### config.mk
export PLATFORM = sky130hd
export DESIGN_NAME = spart_rx
export DESIGN_NICKNAME = d
export VERILOG_FILES = /design/src/rtl/spart_rx.sv
export SDC_FILE = /design/constraint.sdc
export NUM_CORES = 1
export LEC_CHECK = 0
export BUFFER_PORTS_ARGS = -buffer_cell sky130_fd_sc_hd__buf_2
export CAP_MARGIN = 20
export CORE_MARGIN = 2
export CORE_UTILIZATION = 46
export DETAILED_ROUTE_END_ITERATION = 12
export PLACE_DENSITY = 0.74
export SYNTH_ARGS = -nofsm -noshare
export SYNTH_HDL_FRONTEND = slang
export SYNTH_SLANG_ARGS = --single-unit
### constraint.sdc
create_clock -name clk -period 1.7 [get_ports clk]
set_input_delay 0.085 -clock clk [delete_from_list [all_inputs] [get_ports clk]]
set_output_delay 0.085 -clock clk [all_outputs]
set_load 0.005 [all_outputs]
### src/rtl/spart_rx.sv
// SPART receive stage: 2-flop input synchroniser, oversampled start/data/stop FSM and bus read handshake.
// Optional build macro SPART_RX_MAJORITY_EN: each sample is a 2-of-3 vote over three consecutive ticks.
module spart_rx #(
    parameter int OVERSAMPLE = 16,
    parameter int DATA_BITS  = 8
) (
    input  logic                 clk,
    input  logic                 rst_n,
    input  logic                 rxd,
    input  logic                 baud_tick,
    input  logic                 receive_read_en,
    output logic [DATA_BITS-1:0] receive_read_line,
    output logic                 rda,
    output logic                 framing_err,
    output logic                 overrun
);
    localparam int CW = $clog2(OVERSAMPLE);
    localparam int BW = $clog2(DATA_BITS + 1);
    localparam logic [CW-1:0] LAST_TICK = CW'(OVERSAMPLE - 1);

    typedef enum logic [1:0] {IDLE, START, DATA, STOP} state_t;

    state_t                 state_q;
    logic [CW-1:0]          cnt_q;
    logic [BW-1:0]          bit_q;
    logic [DATA_BITS-1:0]   shift_q;
    logic                   armed_q;
    logic                   rxd_meta_q;
    logic                   rxd_s_q;
    logic [1:0]             fill_q;
    logic                   sample_d;

    // fill_q keeps the reset value of the synchroniser from arming the receiver.
    always_ff @(posedge clk or negedge rst_n) begin
        if (!rst_n) begin
            rxd_meta_q <= 1'b1;
            rxd_s_q    <= 1'b1;
            fill_q     <= 2'b00;
        end else begin
            rxd_meta_q <= rxd;
            rxd_s_q    <= rxd_meta_q;
            fill_q     <= {fill_q[0], 1'b1};
        end
    end

`ifdef SPART_RX_MAJORITY_EN
    // Vote over the current and two previous ticks; START decides one tick late, so DATA reloads at 1 to keep phase.
    localparam logic [CW-1:0] START_HIT   = CW'(OVERSAMPLE / 2);
    localparam logic [CW-1:0] DATA_RELOAD = CW'(1);
    logic [1:0] vote_q;

    always_ff @(posedge clk or negedge rst_n) begin
        if (!rst_n) begin
            vote_q <= 2'b11;
        end else if (baud_tick) begin
            vote_q <= {vote_q[0], rxd_s_q};
        end
    end

    assign sample_d = (vote_q[1] & vote_q[0]) | (vote_q[1] & rxd_s_q) | (vote_q[0] & rxd_s_q);
`else
    localparam logic [CW-1:0] START_HIT   = CW'(OVERSAMPLE / 2 - 1);
    localparam logic [CW-1:0] DATA_RELOAD = CW'(0);

    assign sample_d = rxd_s_q;
`endif

    always_ff @(posedge clk or negedge rst_n) begin
        if (!rst_n) begin
            state_q           <= IDLE;
            cnt_q             <= '0;
            bit_q             <= '0;
            shift_q           <= '0;
            armed_q           <= 1'b0;
            receive_read_line <= '0;
            rda               <= 1'b0;
            framing_err       <= 1'b0;
            overrun           <= 1'b0;
        end else begin
            if (receive_read_en) begin
                framing_err <= 1'b0;
                if (rda) begin
                    rda     <= 1'b0;
                    overrun <= 1'b0;
                end
            end
            if (baud_tick) begin
                cnt_q <= cnt_q + 1'b1;
                unique case (state_q)
                    IDLE: begin
                        cnt_q <= '0;
                        if (rxd_s_q && fill_q[1]) armed_q <= 1'b1;
                        if (armed_q && !rxd_s_q) state_q <= START;
                    end
                    START: begin
                        if (cnt_q == START_HIT) begin
                            if (sample_d) begin
                                state_q <= IDLE;
                            end else begin
                                cnt_q   <= DATA_RELOAD;
                                bit_q   <= '0;
                                state_q <= DATA;
                            end
                        end
                    end
                    DATA: begin
                        if (cnt_q == LAST_TICK) begin
                            cnt_q   <= '0;
                            shift_q <= {sample_d, shift_q[DATA_BITS-1:1]};
                            bit_q   <= bit_q + 1'b1;
                            if (bit_q == BW'(DATA_BITS - 1)) state_q <= STOP;
                        end
                    end
                    STOP: begin
                        if (cnt_q == LAST_TICK) begin
                            state_q <= IDLE;
                            if (sample_d) begin
                                // A read landing on this cycle consumes the old byte, so no overrun.
                                receive_read_line <= shift_q;
                                rda               <= 1'b1;
                                framing_err       <= 1'b0;
                                overrun           <= receive_read_en ? 1'b0 : (overrun | rda);
                            end else begin
                                framing_err <= 1'b1;
                                armed_q     <= 1'b0;
                            end
                        end
                    end
                    default: state_q <= IDLE;
                endcase
            end
        end
    end
endmodule

==> impl_metrics.env <==
export IMPL_synth_most_common_cell="dfrtp_1"
export IMPL_final_setup_tns_ns=0
export IMPL_drt_iter0_markers=23
export IMPL_hold_path_class="input port to flop"
export IMPL_die_h_um=62.5
export IMPL_tightestPinTransition_ns=0.723
export IMPL_post_cts_buffers=0
export IMPL_cts_buffer_depth=2
export IMPL_grt_max_degree=35
export IMPL_yosysTopAreaCell="dfrtp_1"
export IMPL_synthesis_nets=136
export IMPL_synth_edff_count=0
export IMPL_async_flop_share=1.00
export IMPL_multi_input_area_um2=654
export IMPL_clk_pin_slew_ns=0.10
export IMPL_slew_headroom=0.518
export IMPL_clkLatencyLatePin_ns=0.33
export IMPL_rows=21
export IMPL_cp_slowest_cell="dfrtp_1"
export IMPL_slowest_delay_ns=0.41
export IMPL_synth_top_area_share=0.508
export IMPL_post_drt_wl_per_cell_um=13.9
export IMPL_synth_commonest_cells="dfrtp_1 (32), inv_1 (9), mux2_1 (9)"
export IMPL_drtAntennaViolNets=0
export IMPL_antenna_found_initial=0
export IMPL_p_per_area_nw_per_um2=1120
export IMPL_synth_area_top_cells="dfrtp_1 (51%), mux2_1 (6.4%), mux2_2 (5.0%)"
export IMPL_vias=1074
export IMPL_grt_pass1_vias=1209
export IMPL_seq_area_um2=853
export IMPL_ir_drop_mv=0.600
export IMPL_io_pins=16
export IMPL_routed_wl_um=2820
export IMPL_final_nets=163
export IMPL_fmax_mhz=629
export IMPL_initial_core_util=0.476
export IMPL_rsz0062_at_grt="no"
export IMPL_hold_viol_final=0
export IMPL_coreArea_um2=3310
export IMPL_maxSlewViolCount=0
export IMPL_syn2layout_area_growth_pct=16.8
export IMPL_path_delay_family="flip-flops"
export IMPL_viasPerCell=5.29
export IMPL_synth_cell_types=42
export IMPL_critPathKind="flop to flop"
export IMPL_grt_first_pass_wirelength_um=5200
export IMPL_worst_setup_path_end_kind="flop"
export IMPL_cp_required_ns=1.92
export IMPL_final_util=0.556
export IMPL_synth_main_ff_cell="dfrtp_1"
export IMPL_nFillCells=304
export IMPL_setup_violations=0
export IMPL_numPortBuffers=15
export IMPL_leakagePower_nw=0.901
export IMPL_gp_congestion=0.788
export IMPL_grt_ovfl_total=0
export IMPL_syn_inst=129
export IMPL_ys_ff_latch=34
export IMPL_antennaDiodeCount=0
export IMPL_cp_start_kind="flop"
export IMPL_syn_avg_cell_area_um2=12.2
export IMPL_cts_tree="yes"
export IMPL_worstPathCellList="ha_2 -> and4_1 -> and2_4 -> buf_12 -> mux2_1"
export IMPL_layout_drive_gt1_share=0.293
export IMPL_yosysSeqAreaShare=0.542
export IMPL_root_buffer="clkbuf_4"
export IMPL_htree_levels=2
export IMPL_cp_arrival_ns=1.81
export IMPL_maxCapViolCount=0
export IMPL_grt_use_total=0.167
export IMPL_die_w_um=62.5
export IMPL_netlist_area_um2=1580
export IMPL_outcome="completed"
export IMPL_skew_ns=0.00623
export IMPL_finalCritPeriodShare=0.935
export IMPL_period_needed_ns=1.59
export IMPL_crit_fanout=9
export IMPL_drc_errors=0
export IMPL_dieArea_um2=3910
export IMPL_cts_made_buffers=5
export IMPL_yosysWarnings=0
export IMPL_path_buf_inv=1
export IMPL_first_pass_iters=4
export IMPL_hpwl_um=1960
export IMPL_clkSinkCount=34
layer usage:
layer | track usage | vias up | part of all wire
met4 | 0.0833 | 0 | 0.020
met2 | 0.294 | 14 | 0.51
met1 | 0.186 | 525 | 0.43
met5 | 0 | - | 0
met3 | 0.0432 | 6 | 0.032
li1 | - | 529 | -
sequential cells by signal, summed over array words and instances (netlist names), named ones only:
register           flops
receive_read_line      8
shift_q                8
bit_q                  4
cnt_q                  4
fill_q                 2
armed_q                1
framing_err            1
overrun                1
rda                    1
rxd_meta_q             1
rxd_s_q                1
state_q                1
worst register-to-register path: cells and delay by family (launching register included):
family / cells / cell delay [ns]
adders and majority gates: 1 / 0.22
buffers and inverters: 1 / 0.12
DFF: 1 / 0.41
muxes: 1 / 0.33
and+or+nand+nor: 2 / 0.39
layout by cell type (no fill, tap or decap), types with 2 or more instances in the layout:
master,n
mux2_2,7
buf_4,7
dlygate4sd3_1,3
mux2_1,9
nor3b_1,2
inv_1,9
a21oi_1,3
clkbuf_4,5
o211ai_1,3
nand2_1,3
and3b_1,2
nand2b_1,2
o2111ai_1,2
and3_1,2
o22ai_1,4
nor4bb_1,2
nand3b_1,3
o21ai_0,5
dfstp_2,2
buf_2,15
o2bb2ai_1,2
a31oi_1,2
dfrtp_1,32
nor2b_1,5
nand3_1,3
cell families after synthesis:
group           after synthesis  share of synthesized area
compound gates               27                      0.118
other cells                   1                    0.00238
flops                        34                      0.542
simple gates                 33                      0.155
mux                          17                      0.121
buf+inv                      15                     0.0461
fa+ha+maj                     2                     0.0159
per-stage QoR:
step	instance area [um^2]	instances	setup slack (ns)	hold WS [ns]	total power [mW]
after CTS	1840	203	0.0503	0.0810	2.09
final	1840	203	0.111	0.105	2.06
after detailed placement	1740	192	0.0716	0.189	1.60
after floorplan	1580	129	0.140	-0.211	1.42
after global routing	1840	203	0.0209	0.129	2.22
after global placement	1740	192	0.138	0.186	1.57
where the power goes:
group | switching [mW] | internal, mW
clock network | 0.275 | 0.199
logic | 0.282 | 0.258
registers | 0.128 | 0.923
total | 0.685 | 1.38
final cells by class:
| cell class | instances | area share |
|---|---|---|
| flip-flops and latches | 34 | 0.464 |
| inverters | 9 | 0.0184 |
| clock inverters | 2 | 0.00680 |
| multi-input cells | 80 | 0.356 |
| well taps | 46 | 0.0313 |
| repair buffers | 26 | 0.0965 |
| clock buffers | 6 | 0.0279 |
repair_timing:
action,CTS,global route
endpoints found under the setup margin,0,8
endpoints found under the hold margin,35,0
hold buffers,3,0
resized for setup,0,2
worst paths after layout:
| path | start | to | slack, ns | cells after the start |
|---|---|---|---|---|
| hold / removal | baud_tick | cnt_q[2] | 0.11 | 2 |
| setup reg to reg | cnt_q[0] | shift_q[0] | 0.11 | 5 |
| max in group asynchronous | rst_n | cnt_q[1] | 0.90 | 2 |
| hold reg to reg | rxd_meta_q | rxd_s_q | 0.36 | 0 |
| setup / recovery | cnt_q[0] | shift_q[0] | 0.11 | 5 |
| min in group asynchronous | rst_n | bit_q[3] | 0.33 | 2 |
(Power assumes the default switching activity.)
